===== src/rtl/spram_pkg.sv =====
// Shared types and constants for the single-port RAM burst master and its RAM.
package spram_pkg;
  localparam int RAM_DW = 32;
  localparam int BE_W   = 4;
  localparam int AW_DEF = 12;
  localparam int LW_DEF = 8;

  typedef enum logic [1:0] {
    ST_IDLE = 2'd0,
    ST_WR   = 2'd1,
    ST_RD   = 2'd2,
    ST_CPL  = 2'd3
  } state_e;

  typedef struct packed {
    logic              last;
    logic [RAM_DW-1:0] data;
  } rbeat_t;
endpackage


===== src/rtl/spram_burst_mst_if.sv =====
// Command, write-stream, read-stream and RAM-port signals of the burst master.
interface spram_burst_mst_if
  import spram_pkg::*;
#(
  parameter int AW = AW_DEF,
  parameter int LW = LW_DEF
) ();
  logic              cmd_valid;
  logic              cmd_ready;
  logic              cmd_write;
  logic [AW-1:0]     cmd_addr;
  logic [LW-1:0]     cmd_len;
  logic [BE_W-1:0]   cmd_be;
  logic              wdata_valid;
  logic              wdata_ready;
  logic [RAM_DW-1:0] wdata;
  logic              rdata_valid;
  logic              rdata_ready;
  logic [RAM_DW-1:0] rdata;
  logic              rdata_last;
  logic              done;
  logic              ram_en;
  logic [AW-1:0]     ram_addr;
  logic [RAM_DW-1:0] ram_din;
  logic [BE_W-1:0]   ram_we;
  logic [RAM_DW-1:0] ram_dout;

  modport mst (
    input  cmd_valid, cmd_write, cmd_addr, cmd_len, cmd_be,
    input  wdata_valid, wdata, rdata_ready, ram_dout,
    output cmd_ready, wdata_ready, rdata_valid, rdata, rdata_last, done,
    output ram_en, ram_addr, ram_din, ram_we
  );

  modport slv (
    output cmd_valid, cmd_write, cmd_addr, cmd_len, cmd_be,
    output wdata_valid, wdata, rdata_ready, ram_dout,
    input  cmd_ready, wdata_ready, rdata_valid, rdata, rdata_last, done,
    input  ram_en, ram_addr, ram_din, ram_we
  );
endinterface


===== src/rtl/spram_rd_fifo2.sv =====
// Two-entry FIFO holding returned read beats tagged with their last flag.
module spram_rd_fifo2
  import spram_pkg::*;
(
  input  logic       clk,
  input  logic       rst_b,
  input  logic       i_push,
  input  logic       i_pop,
  input  rbeat_t     i_din,
  output rbeat_t     o_dout,
  output logic [1:0] o_count,
  output logic       o_full,
  output logic       o_empty
);
  rbeat_t     r_mem [2];
  logic       r_wp, r_rp;
  logic [1:0] r_count;
  logic       w_push_ok, w_pop_ok;

  assign o_full    = (r_count == 2'd2);
  assign o_empty   = (r_count == 2'd0);
  assign o_count   = r_count;
  assign o_dout    = r_mem[r_rp];
  assign w_push_ok = i_push && !o_full;
  assign w_pop_ok  = i_pop && !o_empty;

  always_ff @(posedge clk or negedge rst_b) begin
    if (!rst_b) begin
      r_mem[0] <= '0;
      r_mem[1] <= '0;
      r_wp     <= 1'b0;
      r_rp     <= 1'b0;
      r_count  <= 2'd0;
    end else begin
      if (w_push_ok) begin
        r_mem[r_wp] <= i_din;
        r_wp        <= ~r_wp;
      end
      if (w_pop_ok) r_rp <= ~r_rp;
      case ({w_push_ok, w_pop_ok})
        2'b10:   r_count <= r_count + 2'd1;
        2'b01:   r_count <= r_count - 2'd1;
        default: r_count <= r_count;
      endcase
    end
  end
endmodule


===== src/rtl/spram_burst_mst.sv =====
// Burst master for a single-port byte-write RAM: streamed write bursts and
// credit-limited read bursts returned through a 2-entry buffer with bypass.
module spram_burst_mst
  import spram_pkg::*;
#(
  parameter int AW = AW_DEF,
  parameter int LW = LW_DEF
) (
  input  logic            clk,
  input  logic            rst_b,
  spram_burst_mst_if.mst  bus
);
  state_e          r_state;
  logic [AW-1:0]   r_cur;
  logic [LW-1:0]   r_left;
  logic [BE_W-1:0] r_be;
  logic            r_iss_done;
  logic            r_inflight;
  logic            r_if_last;

  logic            w_wdata_ready, w_wr_hs;
  logic            w_issue, w_rvalid, w_pop, w_push, w_fifo_pop;
  logic            w_fifo_full, w_fifo_empty;
  logic [1:0]      w_count;
  rbeat_t          w_fifo_dout, w_head, w_ret;

  assign w_wdata_ready = rst_b && (r_state == ST_WR);
  assign w_wr_hs       = bus.wdata_valid && w_wdata_ready;

  // Credit of two covers the buffer plus the one read whose data is still in the RAM.
  assign w_issue = rst_b && (r_state == ST_RD) && !r_iss_done &&
                   ((w_count + 2'(r_inflight)) < 2'd2);

  assign w_ret      = '{last: r_if_last, data: bus.ram_dout};
  assign w_head     = w_fifo_empty ? w_ret : w_fifo_dout;
  assign w_rvalid   = rst_b && (r_state == ST_RD) && (!w_fifo_empty || r_inflight);
  assign w_pop      = w_rvalid && bus.rdata_ready;
  // Returning beat bypasses the buffer when it is consumed on arrival.
  assign w_push     = r_inflight && !(w_pop && w_fifo_empty) && !w_fifo_full;
  assign w_fifo_pop = w_pop && !w_fifo_empty;

  spram_rd_fifo2 u_fifo (
    .clk     (clk),
    .rst_b   (rst_b),
    .i_push  (w_push),
    .i_pop   (w_fifo_pop),
    .i_din   (w_ret),
    .o_dout  (w_fifo_dout),
    .o_count (w_count),
    .o_full  (w_fifo_full),
    .o_empty (w_fifo_empty)
  );

  assign bus.cmd_ready   = rst_b && (r_state == ST_IDLE);
  assign bus.done        = rst_b && (r_state == ST_CPL);
  assign bus.wdata_ready = w_wdata_ready;
  assign bus.rdata_valid = w_rvalid;
  assign bus.rdata       = w_rvalid ? w_head.data : '0;
  assign bus.rdata_last  = w_rvalid && w_head.last;
  assign bus.ram_en      = w_wr_hs || w_issue;
  assign bus.ram_we      = w_wr_hs ? r_be : '0;
  assign bus.ram_addr    = bus.ram_en ? r_cur : '0;
  assign bus.ram_din     = w_wr_hs ? bus.wdata : '0;

  always_ff @(posedge clk or negedge rst_b) begin
    if (!rst_b) begin
      r_state    <= ST_IDLE;
      r_cur      <= '0;
      r_left     <= '0;
      r_be       <= '0;
      r_iss_done <= 1'b0;
      r_inflight <= 1'b0;
      r_if_last  <= 1'b0;
    end else begin
      r_inflight <= w_issue;
      case (r_state)
        ST_IDLE: if (bus.cmd_valid) begin
          r_cur      <= bus.cmd_addr;
          r_left     <= bus.cmd_len;
          r_be       <= bus.cmd_be;
          r_iss_done <= 1'b0;
          r_state    <= bus.cmd_write ? ST_WR : ST_RD;
        end
        ST_WR: if (w_wr_hs) begin
          r_cur  <= r_cur + AW'(1);
          r_left <= r_left - LW'(1);
          if (r_left == '0) r_state <= ST_CPL;
        end
        ST_RD: begin
          if (w_issue) begin
            r_cur     <= r_cur + AW'(1);
            r_left    <= r_left - LW'(1);
            r_if_last <= (r_left == '0);
            if (r_left == '0) r_iss_done <= 1'b1;
          end
          if (w_pop && w_head.last) r_state <= ST_CPL;
        end
        default: r_state <= ST_IDLE;
      endcase
    end
  end
endmodule

===== src/flat_wrapper.sv =====
// flat-port wrapper written by rule: the top's interface ports become plain ports
module spram_burst_mst_flat import spram_pkg::*;
#(
  parameter int AW = AW_DEF,
  parameter int LW = LW_DEF
)
  (clk, rst_b, bus_cmd_valid, bus_cmd_write, bus_cmd_addr, bus_cmd_len, bus_cmd_be, bus_wdata_valid, bus_wdata, bus_rdata_ready, bus_ram_dout, bus_cmd_ready, bus_wdata_ready, bus_rdata_valid, bus_rdata, bus_rdata_last, bus_done, bus_ram_en, bus_ram_addr, bus_ram_din, bus_ram_we);
  spram_burst_mst_if #(.AW(AW), .LW(LW)) bus_i ();
  input  logic clk;
  input  logic rst_b;
  input wire logic [$bits(bus_i.cmd_valid)-1:0] bus_cmd_valid;
  input wire logic [$bits(bus_i.cmd_write)-1:0] bus_cmd_write;
  input wire logic [$bits(bus_i.cmd_addr)-1:0] bus_cmd_addr;
  input wire logic [$bits(bus_i.cmd_len)-1:0] bus_cmd_len;
  input wire logic [$bits(bus_i.cmd_be)-1:0] bus_cmd_be;
  input wire logic [$bits(bus_i.wdata_valid)-1:0] bus_wdata_valid;
  input wire logic [$bits(bus_i.wdata)-1:0] bus_wdata;
  input wire logic [$bits(bus_i.rdata_ready)-1:0] bus_rdata_ready;
  input wire logic [$bits(bus_i.ram_dout)-1:0] bus_ram_dout;
  output wire logic [$bits(bus_i.cmd_ready)-1:0] bus_cmd_ready;
  output wire logic [$bits(bus_i.wdata_ready)-1:0] bus_wdata_ready;
  output wire logic [$bits(bus_i.rdata_valid)-1:0] bus_rdata_valid;
  output wire logic [$bits(bus_i.rdata)-1:0] bus_rdata;
  output wire logic [$bits(bus_i.rdata_last)-1:0] bus_rdata_last;
  output wire logic [$bits(bus_i.done)-1:0] bus_done;
  output wire logic [$bits(bus_i.ram_en)-1:0] bus_ram_en;
  output wire logic [$bits(bus_i.ram_addr)-1:0] bus_ram_addr;
  output wire logic [$bits(bus_i.ram_din)-1:0] bus_ram_din;
  output wire logic [$bits(bus_i.ram_we)-1:0] bus_ram_we;
  assign bus_i.cmd_valid = bus_cmd_valid;
  assign bus_i.cmd_write = bus_cmd_write;
  assign bus_i.cmd_addr = bus_cmd_addr;
  assign bus_i.cmd_len = bus_cmd_len;
  assign bus_i.cmd_be = bus_cmd_be;
  assign bus_i.wdata_valid = bus_wdata_valid;
  assign bus_i.wdata = bus_wdata;
  assign bus_i.rdata_ready = bus_rdata_ready;
  assign bus_i.ram_dout = bus_ram_dout;
  assign bus_cmd_ready = bus_i.cmd_ready;
  assign bus_wdata_ready = bus_i.wdata_ready;
  assign bus_rdata_valid = bus_i.rdata_valid;
  assign bus_rdata = bus_i.rdata;
  assign bus_rdata_last = bus_i.rdata_last;
  assign bus_done = bus_i.done;
  assign bus_ram_en = bus_i.ram_en;
  assign bus_ram_addr = bus_i.ram_addr;
  assign bus_ram_din = bus_i.ram_din;
  assign bus_ram_we = bus_i.ram_we;
  spram_burst_mst #(.AW(AW), .LW(LW)) u_core (.clk(clk), .rst_b(rst_b), .bus(bus_i));
endmodule

===== config.mk =====
export PLATFORM = sky130hd
export DESIGN_NAME = spram_burst_mst_flat
export DESIGN_NICKNAME = d
export VERILOG_FILES = /design/src/rtl/spram_pkg.sv /design/src/rtl/spram_burst_mst_if.sv /design/src/rtl/spram_rd_fifo2.sv /design/src/rtl/spram_burst_mst.sv /design/src/flat_wrapper.sv
export SDC_FILE = /design/constraint.sdc
export NUM_CORES = 1
export LEC_CHECK = 0
export BUFFER_PORTS_ARGS = -buffer_cell sky130_fd_sc_hd__buf_2
export CAP_MARGIN = 20
export CORE_AREA = 2 2 122 124
export CTS_CLUSTER_SIZE = 30
export DETAILED_ROUTE_END_ITERATION = 16
export DIE_AREA = 0 0 124 126
export GPL_TIMING_DRIVEN = 0
export PLACE_DENSITY_LB_ADDON = 0.08
export SYNTH_ARGS = -nofsm -noshare
export SYNTH_HDL_FRONTEND = slang
export SYNTH_SLANG_ARGS = --single-unit

===== constraint.sdc =====
create_clock -name clk -period 4.1 [get_ports clk]
set_input_delay 0.615 -clock clk [delete_from_list [all_inputs] [get_ports clk]]
set_output_delay 0.615 -clock clk [all_outputs]
set_load 0.01 [all_outputs]

==> impl_metrics.csv, run 1 <==
group,metric,value,unit
cts,h-tree-depth,3,
pwr,leakagePower,3.51,nW
synthesis,syn-mean-instance-area,10.4,um^2
cts,cts_resized,0,
pwr,ir_drop,234,uV
final_layout,nets,834,
floorplanning,core.rowCount,44,
sta,finalCritPeriodShare,83.7,%
synthesis,seq_area_frac_synth,44.2,%
route,firstDrtPassIters,4,
synthesis,syn-num-nets,643,
synthesis,synthArstFlopShare,100,%
route,ant_nets,0,
cts,cts.hold.buffers_added,0,
cts,clk_pin_slew,0.07,ns
cts,clockBufferDepth,2,
global_route,overflow,0,
cts,clock-sinks,99,
setup_path,cp_common_cell,"buf_4",
floorplanning,die_width,124,um
setup_path,arrival,2.82,ns
floorplanning,core-area,14300,um^2
cts,cts_tree,"built",
floorplanning,die_h,126,um
place,hpwl,10.9,mm
run_status,outcome,"complete, no violations",
flow_run,max_cap_violations,0,
setup_path,r2r-end,"u_core.r_cur[10]",
synthesis,ys_warn_count,0,
route,drtIter0Drc,190,
synthesis,synth_area,5600,um^2
sta,rsz0062_at_grt,"false",
setup_path,r2r-start,"u_core.r_state[0]",
setup_path,crit_type,"primary input to primary output",
final_layout,fillers,1357,
floorplanning,dieArea,15600,um^2
global_route,grt_pass1_wl,24.0,mm
sta,skew,0.00844,ns
global_route,grt_pass1_vias,4858,
sta,tightest_slew,0.851,ns
sta,relSlewSlack,43.3,%
setup_path,max_stage_delay,0.51,ns
route,route.detailed.drc,0,
cts,clk-insertion-delay-late,0.35,ns
sta,drv_slew,0,
synthesis,ys.flop_type,"dfrtp_1",
setup_path,crit_fanout,52,
route,route.detailed.wl_per_inst,16.2,um
sta,period_minus_slack,3.43,ns
floorplanning,ios,180,
route,wirelength,14.9,mm
place,dp.cells,904,
synthesis,ys_seq_elements,99,
final_layout,syn_to_final_growth,25.8,%
sta,max_freq,291,MHz
place,place_ws,0.571,ns
final_layout,drive_above_1_share,39.7,%
setup_path,reg2reg_slack,1.52,ns
floorplanning,start_util,39.2,%
setup_path,critPathLaunchType,"primary input",
final_layout,layoutNonFillerInstCount,919,
synthesis,synth_edf_count,0,
route,via_per_inst,5.17,
setup_path,critical_path.cell_chain,"buf_4 > buf_16 > buf_4 > o211ai_1 > clkbuf_1 > a211oi_1 > buf_2",
cts,cts_setup_buffers,0,
sta,worst_slack,0.667,ns
global_route,antenna_found_initial,0,
place,place_congestion,0.785,
final_layout,diodes,0,
global_route,grt_max_degree,53,
pwr,p_per_area,621,nW/um^2
setup_path,reg2reg_depth,9,
setup_path,worstSetupEndpointType,"primary output",
synthesis,synth_cell_type_count,50,
setup_path,critPathRequiredTime,3.48,ns
sta,setup_violations,0,
place,io_buffers,179,
sta,hold_violations,0,
synthesis,synth_cells,540,
cts,root_buffer,"clkbuf_16",
worst_hold_path,hold_path.class,"primary input to asynchronous set/reset pin",
cts,numCtsBuffers,9,
route,vias,4750,
setup_path,slowest_stage,"buf_4",
global_route,grtUsageTotal,19.6,%
## where the power goes
part / total, mW / internal [mW] / switching, mW / leakage (nW)
Sequential: 1.58 / 1.36 / 0.216 / 1.20
Clock: 0.856 / 0.475 / 0.382 / 0.136
Combinational: 1.95 / 0.925 / 1.02 / 2.18
## Yosys cell counts (all sizes together), types with 3 or more instances
cell | n | area [um^2]
o21ai | 16 | 80.1
a211oi | 38 | 285
a21oi | 5 | 25.0
nor3 | 20 | 100
nand3 | 8 | 40.0
buf | 17 | 108
nor2 | 52 | 198
and4 | 3 | 26.3
mux2i | 35 | 350
nand2 | 23 | 86.3
nand2b | 3 | 18.8
mux2 | 72 | 811
and2 | 50 | 313
and3 | 6 | 37.5
inv | 10 | 37.5
or2 | 6 | 37.5
nand4 | 3 | 18.8
clkbuf | 22 | 82.6
o22ai | 6 | 37.5
ha | 9 | 113
a211o | 4 | 35.0
dfrtp | 99 | 2480
nand3b | 3 | 22.5
a221o | 4 | 40.0
nor4 | 3 | 25.0
## critical path: cells and delay by family
kind | cells | cell delay (ns)
buf+inv | 5 | 1.58
compound gates | 2 | 0.60
## layout make-up
cell class	instances	area [um^2]	area share, %
Buffer	39	190	2.70
Clock buffer	10	229	3.25
Clock inverter	5	62.6	0.887
Inverter	10	37.5	0.532
Multi-Input combinational cell	392	2900	41.1
Sequential cell	99	2480	35.1
Tap cell	184	230	3.26
Timing Repair Buffer	180	926	13.1
## cells by family after synthesis
family,after synthesis,share of synthesized area (%)
AOI/OAI and AO/OA,84,10.6
buffers and inverters,49,4.06
adders and majority gates,9,2.01
DFF,99,44.2
muxes,107,20.7
and+or+nand+nor,188,17.7
xor gates and xnor gates,4,0.625
## layer usage
metal  wire length (um)  track usage [%]  part of all wire (%)  vias up
li1                   -                -                     -     2314
met1               6800             25.9                    46     2303
met2               7150             32.4                    48      117
met3                680             3.17                   4.6       16
met4                225             6.74                   1.5        0
met5                  0                0                     0        -
## through the flow
stage | hold slack, ns | TNS, ns | utilization [%] | power (mW) | area [um^2]
6_report | 0.289 | 0 | 49.3 | 4.38 | 7050
5_1_grt | 0.347 | 0 | 49.3 | 4.71 | 7050
4_1_cts | 0.315 | 0 | 49.3 | 4.43 | 7050
3_5_place_dp | 0.483 | 0 | 47.2 | 3.56 | 6760
3_3_place_gp | 0.478 | -44.16 | 47.0 | 3.48 | 6730
2_1_floorplan | 0.319 | 0 | - | 2.93 | 5600
## placed cells by master (no fill, tap or decap), types with 15 or more instances in the layout
cell      Yosys  layout
buf_2         8     186
dfrtp_1      99      99
mux2_2       72      72
nor2_1       51      51
and2_1       50      50
a211oi_1     38      38
mux2i_1      35      35
clkbuf_1     22      23
nand2_1      23      23
nor3_1       20      20
o21ai_0      15      15
## worst max-delay path by stage
| stage | slack (ns) | depth (start not counted) | from | endpoint |
|---|---|---|---|---|
| floorplan | 1.70 | 7 | u_core.u_fifo.o_count[0] | bus_rdata[14] |
| global placement | -0.45 | 6 | rst_b | bus_rdata[30] |
| detailed placement | 0.57 | 7 | rst_b | bus_rdata[30] |
| CTS | 0.53 | 7 | rst_b | bus_rdata[14] |
| global route | 0.37 | 7 | rst_b | bus_rdata[14] |
| finish | 0.67 | 7 | rst_b | bus_rdata[28] |
## sequential cells by signal, summed over array words and instances, names as in the netlist
| register | flops |
|---|---|
| u_core.r_inflight | 1 |
| u_core.u_fifo.o_count | 2 |
| u_core.r_state | 2 |
| u_core.u_fifo.r_wp | 1 |
| u_core.r_left | 8 |
| u_core.u_fifo.r_rp | 1 |
| u_core.r_cur | 12 |
| u_core.u_fifo.r_mem | 66 |
| u_core.r_if_last | 1 |
| u_core.r_iss_done | 1 |
| u_core.r_be | 4 |
Power figures use the tool's default switching activity.
==> run 2, diff against run 1 <==
==> constraint.sdc (replaced) <==
create_clock -name clk -period 3.25 [get_ports clk]
set_input_delay 0.4875 -clock clk [delete_from_list [all_inputs] [get_ports clk]]
set_output_delay 0.4875 -clock clk [all_outputs]
set_load 0.01 [all_outputs]
==> impl_metrics.csv, run 2 (synthesized netlist as in run 1, its figures left out) <==
group,metric,value,unit
global_route,grt_max_degree,53,
floorplanning,core-area,14300,um^2
route,ant_nets,0,
final_layout,nets,835,
route,via_per_inst,5.19,
cts,numCtsBuffers,9,
setup_path,crit_fanout,10,
cts,h-tree-depth,3,
pwr,leakagePower,3.53,nW
sta,tightest_slew,0.849,ns
final_layout,largest_registers,"u_core.u_fifo.r_mem (66), u_core.r_cur (12), u_core.r_left (8)",
sta,rsz0062_at_grt,"false",
floorplanning,die_width,124,um
setup_path,worstSetupEndpointType,"primary output",
setup_path,crit_type,"flop to primary output",
global_route,grt_pass1_wl,24.1,mm
global_route,grtUsageTotal,19.6,%
global_route,grt_pass1_vias,4862,
route,drtIter0Drc,211,
sta,max_freq,329,MHz
cts,cts_tree,"built",
cts,cts.hold.buffers_added,0,
sta,finalCritPeriodShare,93.6,%
sta,drv_slew,0,
floorplanning,start_util,39.2,%
cts,root_buffer,"clkbuf_16",
final_layout,layoutNonFillerInstCount,920,
sta,setup_violations,0,
route,wirelength,14.9,mm
setup_path,critPathRequiredTime,2.76,ns
place,hpwl,10.9,mm
flow_run,max_cap_violations,0,
route,wl_met1,6.89,mm
sta,relSlewSlack,43.4,%
sta,skew,0.0100,ns
final_layout,diodes,0,
floorplanning,die_h,126,um
final_layout,fin_util,49.4,%
place,place_ws,-0.0798,ns
setup_path,reg2reg_slack,0.66,ns
final_layout,regMostFlops,"u_core.u_fifo.r_mem",
final_layout,drive_above_1_share,40.4,%
route,vias,4771,
final_layout,layout_commonest_cell,"buf_2",
cts,clock-sinks,99,
route,top_layer,"met4",
sta,period_minus_slack,3.04,ns
cts,clockBufferDepth,2,
final_layout,layout_common_cells,"buf_2 (187), dfrtp_1 (99), mux2_2 (72), nor2_1 (51), and2_1 (50)",
cts,clk-insertion-delay-late,0.35,ns
sta,worst_slack,0.208,ns
place,io_buffers,179,
final_layout,syn_to_final_growth,26.1,%
setup_path,arrival,2.55,ns
cts,clk_pin_slew,0.07,ns
pwr,p_total,5.54,mW
final_layout,fillers,1357,
global_route,overflow,0,
route,wl_met3,646,um
worst_hold_path,hold_path.class,"primary input to asynchronous set/reset pin",
route,firstDrtPassIters,4,
floorplanning,ios,180,
sta,hold_violations,0,
sta,setup-tns-final,0,ns
setup_path,reg2reg_depth,9,
floorplanning,dieArea,15600,um^2
place,dp.cells,904,
setup_path,critPathLaunchType,"flop",
run_status,outcome,"complete, no violations",
pwr,ir_drop,291,uV
floorplanning,core.rowCount,44,
global_route,antenna_found_initial,0,
route,route.detailed.wl_per_inst,16.2,um
route,route.detailed.drc,0,
final_layout,largest_reg_flops,66,
pwr,p_per_area,783,nW/um^2
place,place_congestion,0.785,
route,route.met2.wl,7.22,mm
-- run 2: report_power, final --
part / leakage (nW) / switching [mW] / internal, mW
logic: 2.19 / 1.29 / 1.18
registers: 1.20 / 0.273 / 1.72
clock network: 0.136 / 0.477 / 0.599
total: 3.53 / 2.04 / 3.49
-- run 2: critical path: stages (launching register included) --
cell and delay, ns:
dfrtp_1 0.36, clkbuf_1 0.18, or2_2 0.32, clkbuf_1 0.14, o211ai_1 0.48, clkbuf_1 0.46, a211oi_1 0.10, buf_2 0.17
-- run 2: path summary, 6_finish.rpt --
path / start / endpoint
setup reg to reg: u_core.r_state[0] / u_core.r_cur[10]
hold / removal: rst_b / u_core.r_left[2]
min in group clk: bus_cmd_len[5] / u_core.r_left[5]
hold reg to reg: u_core.u_fifo.r_wp / u_core.u_fifo.r_wp
setup / recovery: u_core.u_fifo.o_count[0] / bus_rdata[2]
max in group asynchronous: rst_b / u_core.r_if_last
-- run 2: stage by stage --
step / hold WS (ns) / instance area (um^2)
detailed placement: 0.483 / 6760
finish: 0.0713 / 7070
global placement: 0.478 / 6730
global route: 0.107 / 7070
floorplan: 0.192 / 5600
CTS: 0.0864 / 7060
-- run 2: final cells by class --
cell class,count,area [um^2],area share (%)
Multi-Input combinational cell,392,2900,41.0
Clock inverter,5,62.6,0.885
Timing Repair Buffer,181,937,13.3
Buffer,39,195,2.76
Clock buffer,10,229,3.24
Tap cell,184,230,3.26
Inverter,10,37.5,0.531
Sequential cell,99,2480,35.1
-- run 2: routing by layer --
metal	GRT usage [%]	vias up
li1	-	2309
met1	26.0	2329
met2	32.4	119
met3	3.17	14
met4	6.74	0
met5	0	-
-- run 2: timing repair --
action / CTS / global route
setup endpoints to repair: 12 / 16
buffers inserted: 1 / 0
pin swaps: 1 / 0
resized for setup: 2 / 7
